`config.mk`:
```
export PLATFORM = sky130hd
export DESIGN_NAME = stream_arbiter_unit
export DESIGN_NICKNAME = d
export VERILOG_FILES = /design/src/rtl/crossbar_pkg.sv /design/src/rtl/stream_arbiter_unit_rr_arbiter.sv /design/src/rtl/stream_arbiter_unit.sv
export SDC_FILE = /design/constraint.sdc
export NUM_CORES = 1
export LEC_CHECK = 0
export ABC_CLOCK_PERIOD_IN_PS = 2500
export CAP_MARGIN = 0
export CELL_PAD_IN_SITES_DETAIL_PLACEMENT = 0
export CELL_PAD_IN_SITES_GLOBAL_PLACEMENT = 1
export CORE_MARGIN = 10
export CORE_UTILIZATION = 37
export CTS_BUF_LIST = sky130_fd_sc_hd__clkbuf_4 sky130_fd_sc_hd__clkbuf_8
export CTS_CLUSTER_SIZE = 40
export DETAILED_ROUTE_END_ITERATION = 8
export HOLD_SLACK_MARGIN = 0.12
export PLACE_DENSITY_LB_ADDON = 0.15
export SLEW_MARGIN = 30
export SYNTH_ARGS = -nofsm -noshare
export SYNTH_HDL_FRONTEND = slang
export SYNTH_SLANG_ARGS = --single-unit
```
`constraint.sdc`:
```
create_clock -name clk_i -period 2.5 [get_ports clk_i]
set_input_delay 0.25 -clock clk_i [delete_from_list [all_inputs] [get_ports clk_i]]
set_output_delay 0.25 -clock clk_i [all_outputs]
set_load 0.03 [all_outputs]
```
`src/rtl/crossbar_pkg.sv`:
```
// Shared types and defaults for the stream crossbar arbitration logic.
package crossbar_pkg;

  localparam int DEF_S_DATA_COUNT = 2;
  localparam int DEF_M_DATA_COUNT = 3;

  typedef enum logic {
    ARB_IDLE,
    ARB_BUSY
  } arb_state_e;

endpackage

```
`src/rtl/stream_arbiter_unit_rr_arbiter.sv`:
```
// Round-robin packet arbiter for a single output: picks one requester and
// holds it until the end-of-packet handshake, then idles for one cycle.
module rr_arbiter
  import crossbar_pkg::*;
#(
  parameter  int S_DATA_COUNT = DEF_S_DATA_COUNT,
  localparam int T_ID___WIDTH = $clog2(S_DATA_COUNT)
) (
  input  logic                    clk,
  input  logic                    rst_n,
  input  logic [S_DATA_COUNT-1:0] req,
  input  logic                    eop,
  output logic [T_ID___WIDTH-1:0] grant,
  output logic                    locked,
  output logic [S_DATA_COUNT-1:0] claim,
  output logic [S_DATA_COUNT-1:0] free
);

  arb_state_e              state;
  logic [T_ID___WIDTH-1:0] ptr;
  logic [T_ID___WIDTH-1:0] winner;
  logic [T_ID___WIDTH-1:0] cand;
  logic [T_ID___WIDTH-1:0] next_ptr;
  logic                    found;

  localparam logic [T_ID___WIDTH-1:0] LAST_IDX = T_ID___WIDTH'(S_DATA_COUNT - 1);

  // Scan from ptr upward, wrapping at S_DATA_COUNT rather than 2^T_ID___WIDTH.
  always_comb begin
    found  = 1'b0;
    winner = '0;
    cand   = ptr;
    for (int i = 0; i < S_DATA_COUNT; i++) begin
      if (!found && req[cand]) begin
        found  = 1'b1;
        winner = cand;
      end
      cand = (cand == LAST_IDX) ? '0 : cand + T_ID___WIDTH'(1);
    end
  end

  assign next_ptr = (winner == LAST_IDX) ? '0 : winner + T_ID___WIDTH'(1);

  always_comb begin
    claim = '0;
    free  = '0;
    if (state == ARB_IDLE && found) claim[winner] = 1'b1;
    if (state == ARB_BUSY && eop)   free[grant]   = 1'b1;
  end

  always_ff @(posedge clk or negedge rst_n) begin
    if (!rst_n) begin
      state  <= ARB_IDLE;
      grant  <= '0;
      locked <= 1'b0;
      ptr    <= '0;
    end else begin
      case (state)
        ARB_IDLE: begin
          if (found) begin
            grant  <= winner;
            ptr    <= next_ptr;
            locked <= 1'b1;
            state  <= ARB_BUSY;
          end
        end
        ARB_BUSY: begin
          // Release always lands in IDLE, so a new grant waits one cycle.
          if (eop) begin
            locked <= 1'b0;
            state  <= ARB_IDLE;
          end
        end
        default: state <= ARB_IDLE;
      endcase
    end
  end

endmodule

```
`src/rtl/stream_arbiter_unit.sv`:
```
// Per-output packet arbiters for the stream crossbar, with a shared
// input-ownership register so no input is granted to two outputs at once.
module stream_arbiter_unit
  import crossbar_pkg::*;
#(
  parameter  int S_DATA_COUNT = DEF_S_DATA_COUNT,
  parameter  int M_DATA_COUNT = DEF_M_DATA_COUNT,
  localparam int T_ID___WIDTH = $clog2(S_DATA_COUNT),
  localparam int T_DEST_WIDTH = $clog2(M_DATA_COUNT)
) (
  input  logic                                       clk_i,
  input  logic                                       rst_in,
  input  logic [S_DATA_COUNT-1:0][T_DEST_WIDTH-1:0]  s_dest_i,
  input  logic [S_DATA_COUNT-1:0]                    s_valid_i,
  input  logic [M_DATA_COUNT-1:0]                    m_valid_i,
  input  logic [M_DATA_COUNT-1:0]                    m_ready_i,
  input  logic [M_DATA_COUNT-1:0]                    m_last_i,
  output logic [M_DATA_COUNT-1:0][T_ID___WIDTH-1:0]  grant_o,
  output logic [M_DATA_COUNT-1:0]                    arbiter_ready_o,
  output logic [S_DATA_COUNT-1:0]                    s_busy_o
);

  logic [M_DATA_COUNT-1:0][S_DATA_COUNT-1:0] req;
  logic [M_DATA_COUNT-1:0][S_DATA_COUNT-1:0] claim;
  logic [M_DATA_COUNT-1:0][S_DATA_COUNT-1:0] free;
  logic [M_DATA_COUNT-1:0]                   eop;
  logic [S_DATA_COUNT-1:0]                   claim_any;
  logic [S_DATA_COUNT-1:0]                   free_any;

  assign eop = m_valid_i & m_ready_i & m_last_i;

  // Owned inputs are masked, so each input requests at most one free output.
  always_comb begin
    req = '0;
    for (int m = 0; m < M_DATA_COUNT; m++) begin
      for (int s = 0; s < S_DATA_COUNT; s++) begin
        req[m][s] = s_valid_i[s] && (s_dest_i[s] == T_DEST_WIDTH'(m)) && !s_busy_o[s];
      end
    end
  end

  for (genvar m = 0; m < M_DATA_COUNT; m++) begin : g_arb
    rr_arbiter #(
      .S_DATA_COUNT (S_DATA_COUNT)
    ) u_arb (
      .clk    (clk_i),
      .rst_n  (rst_in),
      .req    (req[m]),
      .eop    (eop[m]),
      .grant  (grant_o[m]),
      .locked (arbiter_ready_o[m]),
      .claim  (claim[m]),
      .free   (free[m])
    );
  end

  always_comb begin
    claim_any = '0;
    free_any  = '0;
    for (int m = 0; m < M_DATA_COUNT; m++) begin
      claim_any = claim_any | claim[m];
      free_any  = free_any  | free[m];
    end
  end

  always_ff @(posedge clk_i or negedge rst_in) begin
    if (!rst_in) begin
      s_busy_o <= '0;
    end else begin
      s_busy_o <= (s_busy_o & ~free_any) | claim_any;
    end
  end

endmodule

```
==> results.json <==
{
  "avgSynthCellArea_um2": 9.422,
  "clk-insertion-delay-late_ps": 280,
  "nets": 123,
  "skew_ps": 11.22,
  "synth_top_family_by_area": "simple AND/OR/NAND/NOR gates",
  "die_area_um2": 4352,
  "timing.fmax_mhz": 591.7,
  "grt_pass1_wl_mm": 3.008,
  "post-cts-setup-buffers": 0,
  "num_vias": 687,
  "power_mw": 1.032,
  "fp.dieH_um": 65.97,
  "ios": 25,
  "power_density_nw_per_um2": 998.8,
  "power_frac_clock": 0.122,
  "initial_core_util": 0.3946,
  "p_leak_nw": 0.4097,
  "rsz0062_at_grt": "false",
  "cts_root_buf": "clkbuf_4",
  "ctsHtreeMaxLevel": 1,
  "cts_hold_buffers": 0,
  "combPwrFrac": 0.438,
  "outcome": "completed",
  "grt_util_all_layers": 0.08938,
  "grt-ovfl-total": 0,
  "synth_mux_area_frac": 0,
  "first_iter_violations": 23,
  "fin_util": 0.5215,
  "arrival_ps": 1440,
  "die_w_um": 65.97,
  "ys_seq_area_frac": 0.4480,
  "antenna_found_initial": 0,
  "yosys.area_share.simple": 0.2896,
  "worstSetupPathType": "reg2out",
  "peakVddDrop_uv": 651.6,
  "cp_num_buf_inv": 1,
  "internal_power_uw": 605.5,
  "cts_sinks": 14,
  "place.gp.congestion": 0.8081,
  "grt_max_degree": 15,
  "drc": 0,
  "first_global_vias": 685,
  "clock_path_buffers": 2,
  "syn_inst": 83,
  "stdcell_area_um2": 1033,
  "drv_slew": 0,
  "slew_headroom": 0.5678,
  "synth-adder-area-share": 0,
  "synthTopCellsByArea": "dfrtp_1 45%, nor2_1 6.7%, buf_4 5.8%",
  "cp-start-kind": "register",
  "post-route-period-util": 0.6761,
  "post_drt_wl_per_cell_um": 14.01,
  "drv_cap": 0,
  "ant_nets": 0,
  "viasPerCell": 5.244,
  "port_buffers": 24,
  "hp-class": "in2async",
  "coreArea_um2": 1982,
  "yosysWarnings": 0,
  "synth_top_area_cell": "dfrtp_1",
  "sw_frac_of_total": 0.4134,
  "min_period_ps": 1690,
  "cp_slowest_stage_delay_ps": 710,
  "path_max_fanout": 7,
  "n_antenna_cell": 0,
  "p_sw_uw": 426.8,
  "synth_compound_area_frac": 0.1856,
  "tightestPinTransition_ps": 646.3,
  "synth-xor-area-share": 0,
  "p_seq_frac": 0.440,
  "syn_area_um2": 782.0,
  "crit_required_ps": 2250,
  "cp_top_family": "buffers and inverters",
  "worstPathCellList": "clkdlybuf4s50_1",
  "finalHoldViolations": 0,
  "cts_made_buffers": 3,
  "fin_hold_ws_ps": 359.1,
  "tns_ps": 0,
  "cts_tree": "yes",
  "n_fill_cell": 194,
  "finalWirelength_mm": 1.835,
  "placed_cell_area_um2": 1011,
  "ctsResizeCount": 0,
  "synth_top_area_share": 0.4480,
  "cp-end-kind": "output port",
  "yosys_register_bits": 14,
  "area_growth_pct": 32.16,
  "synth_fp_nets": 100,
  "dp_hpwl_mm": 1.499,
  "clk_pin_slew_worst_paths_ps": 90,
  "drive_above_1_share": 0.1058,
  "first_pass_iters": 4,
  "synthDistinctLibCells": 24,
  "worst_path_max_delay_cell": "clkdlybuf4s50_1",
  "finalSetupViolations": 0,
  "num_rows": 16
}
area by class of cell:
class,instances,area (um^2),area share
clock buffers,3,22.52,0.02179
multi-input cells,59,371.6,0.3596
repair buffers,24,240.2,0.2324
flip-flops and latches,14,350.3,0.3390
well taps,27,33.78,0.03269
inverters,4,15.01,0.01453
placed cells by master, fill, tap and decap left out:
cell type / synthesis / layout
nand3_1: 3 / 3
nor2_2: 2 / 2
o21ai_1: 1 / 1
nand2_1: 6 / 6
or4b_1: 1 / 1
nor4b_1: 1 / 1
o21ai_0: 4 / 4
or2_4: 1 / 1
and4bb_1: 1 / 1
a211oi_1: 1 / 1
a21oi_1: 6 / 6
dfrtp_1: 14 / 14
nor2_1: 14 / 14
o221a_2: 1 / 1
inv_1: 4 / 4
clkdlybuf4s50_1: 0 / 24
o21ai_2: 1 / 1
a211oi_2: 2 / 2
o21a_1: 3 / 3
nand4bb_1: 4 / 4
clkbuf_4: 0 / 3
o22ai_1: 1 / 1
nand4_1: 4 / 4
or4b_4: 1 / 1
o22a_1: 1 / 1
logic make-up after synthesis:
group / after synthesis
buffers and inverters: 10
AO/OA/AOI/OAI: 21
AND/OR/NAND/NOR: 38
flip-flops: 14
worst paths after layout:
path                               startpoint                     to  slack, ps  depth (start not counted)
setup reg to reg                  s_busy_o[1]            s_busy_o[0]       1000                          4
min in group clk_i         g_arb[1].u_arb.ptr     g_arb[1].u_arb.ptr        520                          1
hold / removal                         rst_in  g_arb[0].u_arb.locked        360                          1
max in group asynchronous              rst_in   g_arb[1].u_arb.grant       1710                          1
hold reg to reg            g_arb[1].u_arb.ptr     g_arb[1].u_arb.ptr        520                          1
setup / recovery                  s_busy_o[1]            s_busy_o[1]        810                          1
synthesized netlist by cell type:
| cell | count |
|---|---|
| dfrtp_1 | 14 |
| nor2_1 | 14 |
| a21oi_1 | 6 |
| buf_4 | 6 |
| nand2_1 | 6 |
| inv_1 | 4 |
| nand4_1 | 4 |
| nand4bb_1 | 4 |
| o21ai_0 | 4 |
| nand3_1 | 3 |
| o21a_1 | 3 |
| a211oi_2 | 2 |
| nor2_2 | 2 |
| a211oi_1 | 1 |
| and4bb_1 | 1 |
| nor4b_1 | 1 |
| o21ai_1 | 1 |
| o21ai_2 | 1 |
| o221a_2 | 1 |
| o22a_1 | 1 |
| o22ai_1 | 1 |
| or2_4 | 1 |
| or4b_1 | 1 |
| or4b_4 | 1 |
stage by stage:
stage | worst slack [ps] | std cells
global route | 753.7 | 131
floorplan | 993.3 | 83
detailed placement | 748.7 | 128
CTS | 802.4 | 131
global placement | 746.5 | 128
finish | 809.9 | 131
metal layers:
layer,vias to the layer above,GRT usage,wire length (um),share of wire
met1,324,0.09913,821,0.45
li1,345,-,-,-
met5,-,0,0,0
met4,0,0.01571,0,0
met2,18,0.1510,890,0.49
met3,0,0.04576,123,0.067
registers in the layout, summed over array words and instances, names as in the netlist:
signal              flops
g_arb.u_arb.ptr         3
g_arb.u_arb.locked      3
g_arb.u_arb.grant       3
s_busy_o                2
g_arb.u_arb.state       3
power groups by stage:
stage                     registers (mW)  logic, mW  clock network (mW)
after floorplan                    0.463      0.308                   0
after global placement             0.457      0.452                   0
after detailed placement           0.458      0.457                   0
after CTS                          0.455      0.459               0.132
after global routing               0.475      0.489               0.140
final                              0.455      0.452               0.126
(Power assumes the default switching activity.)
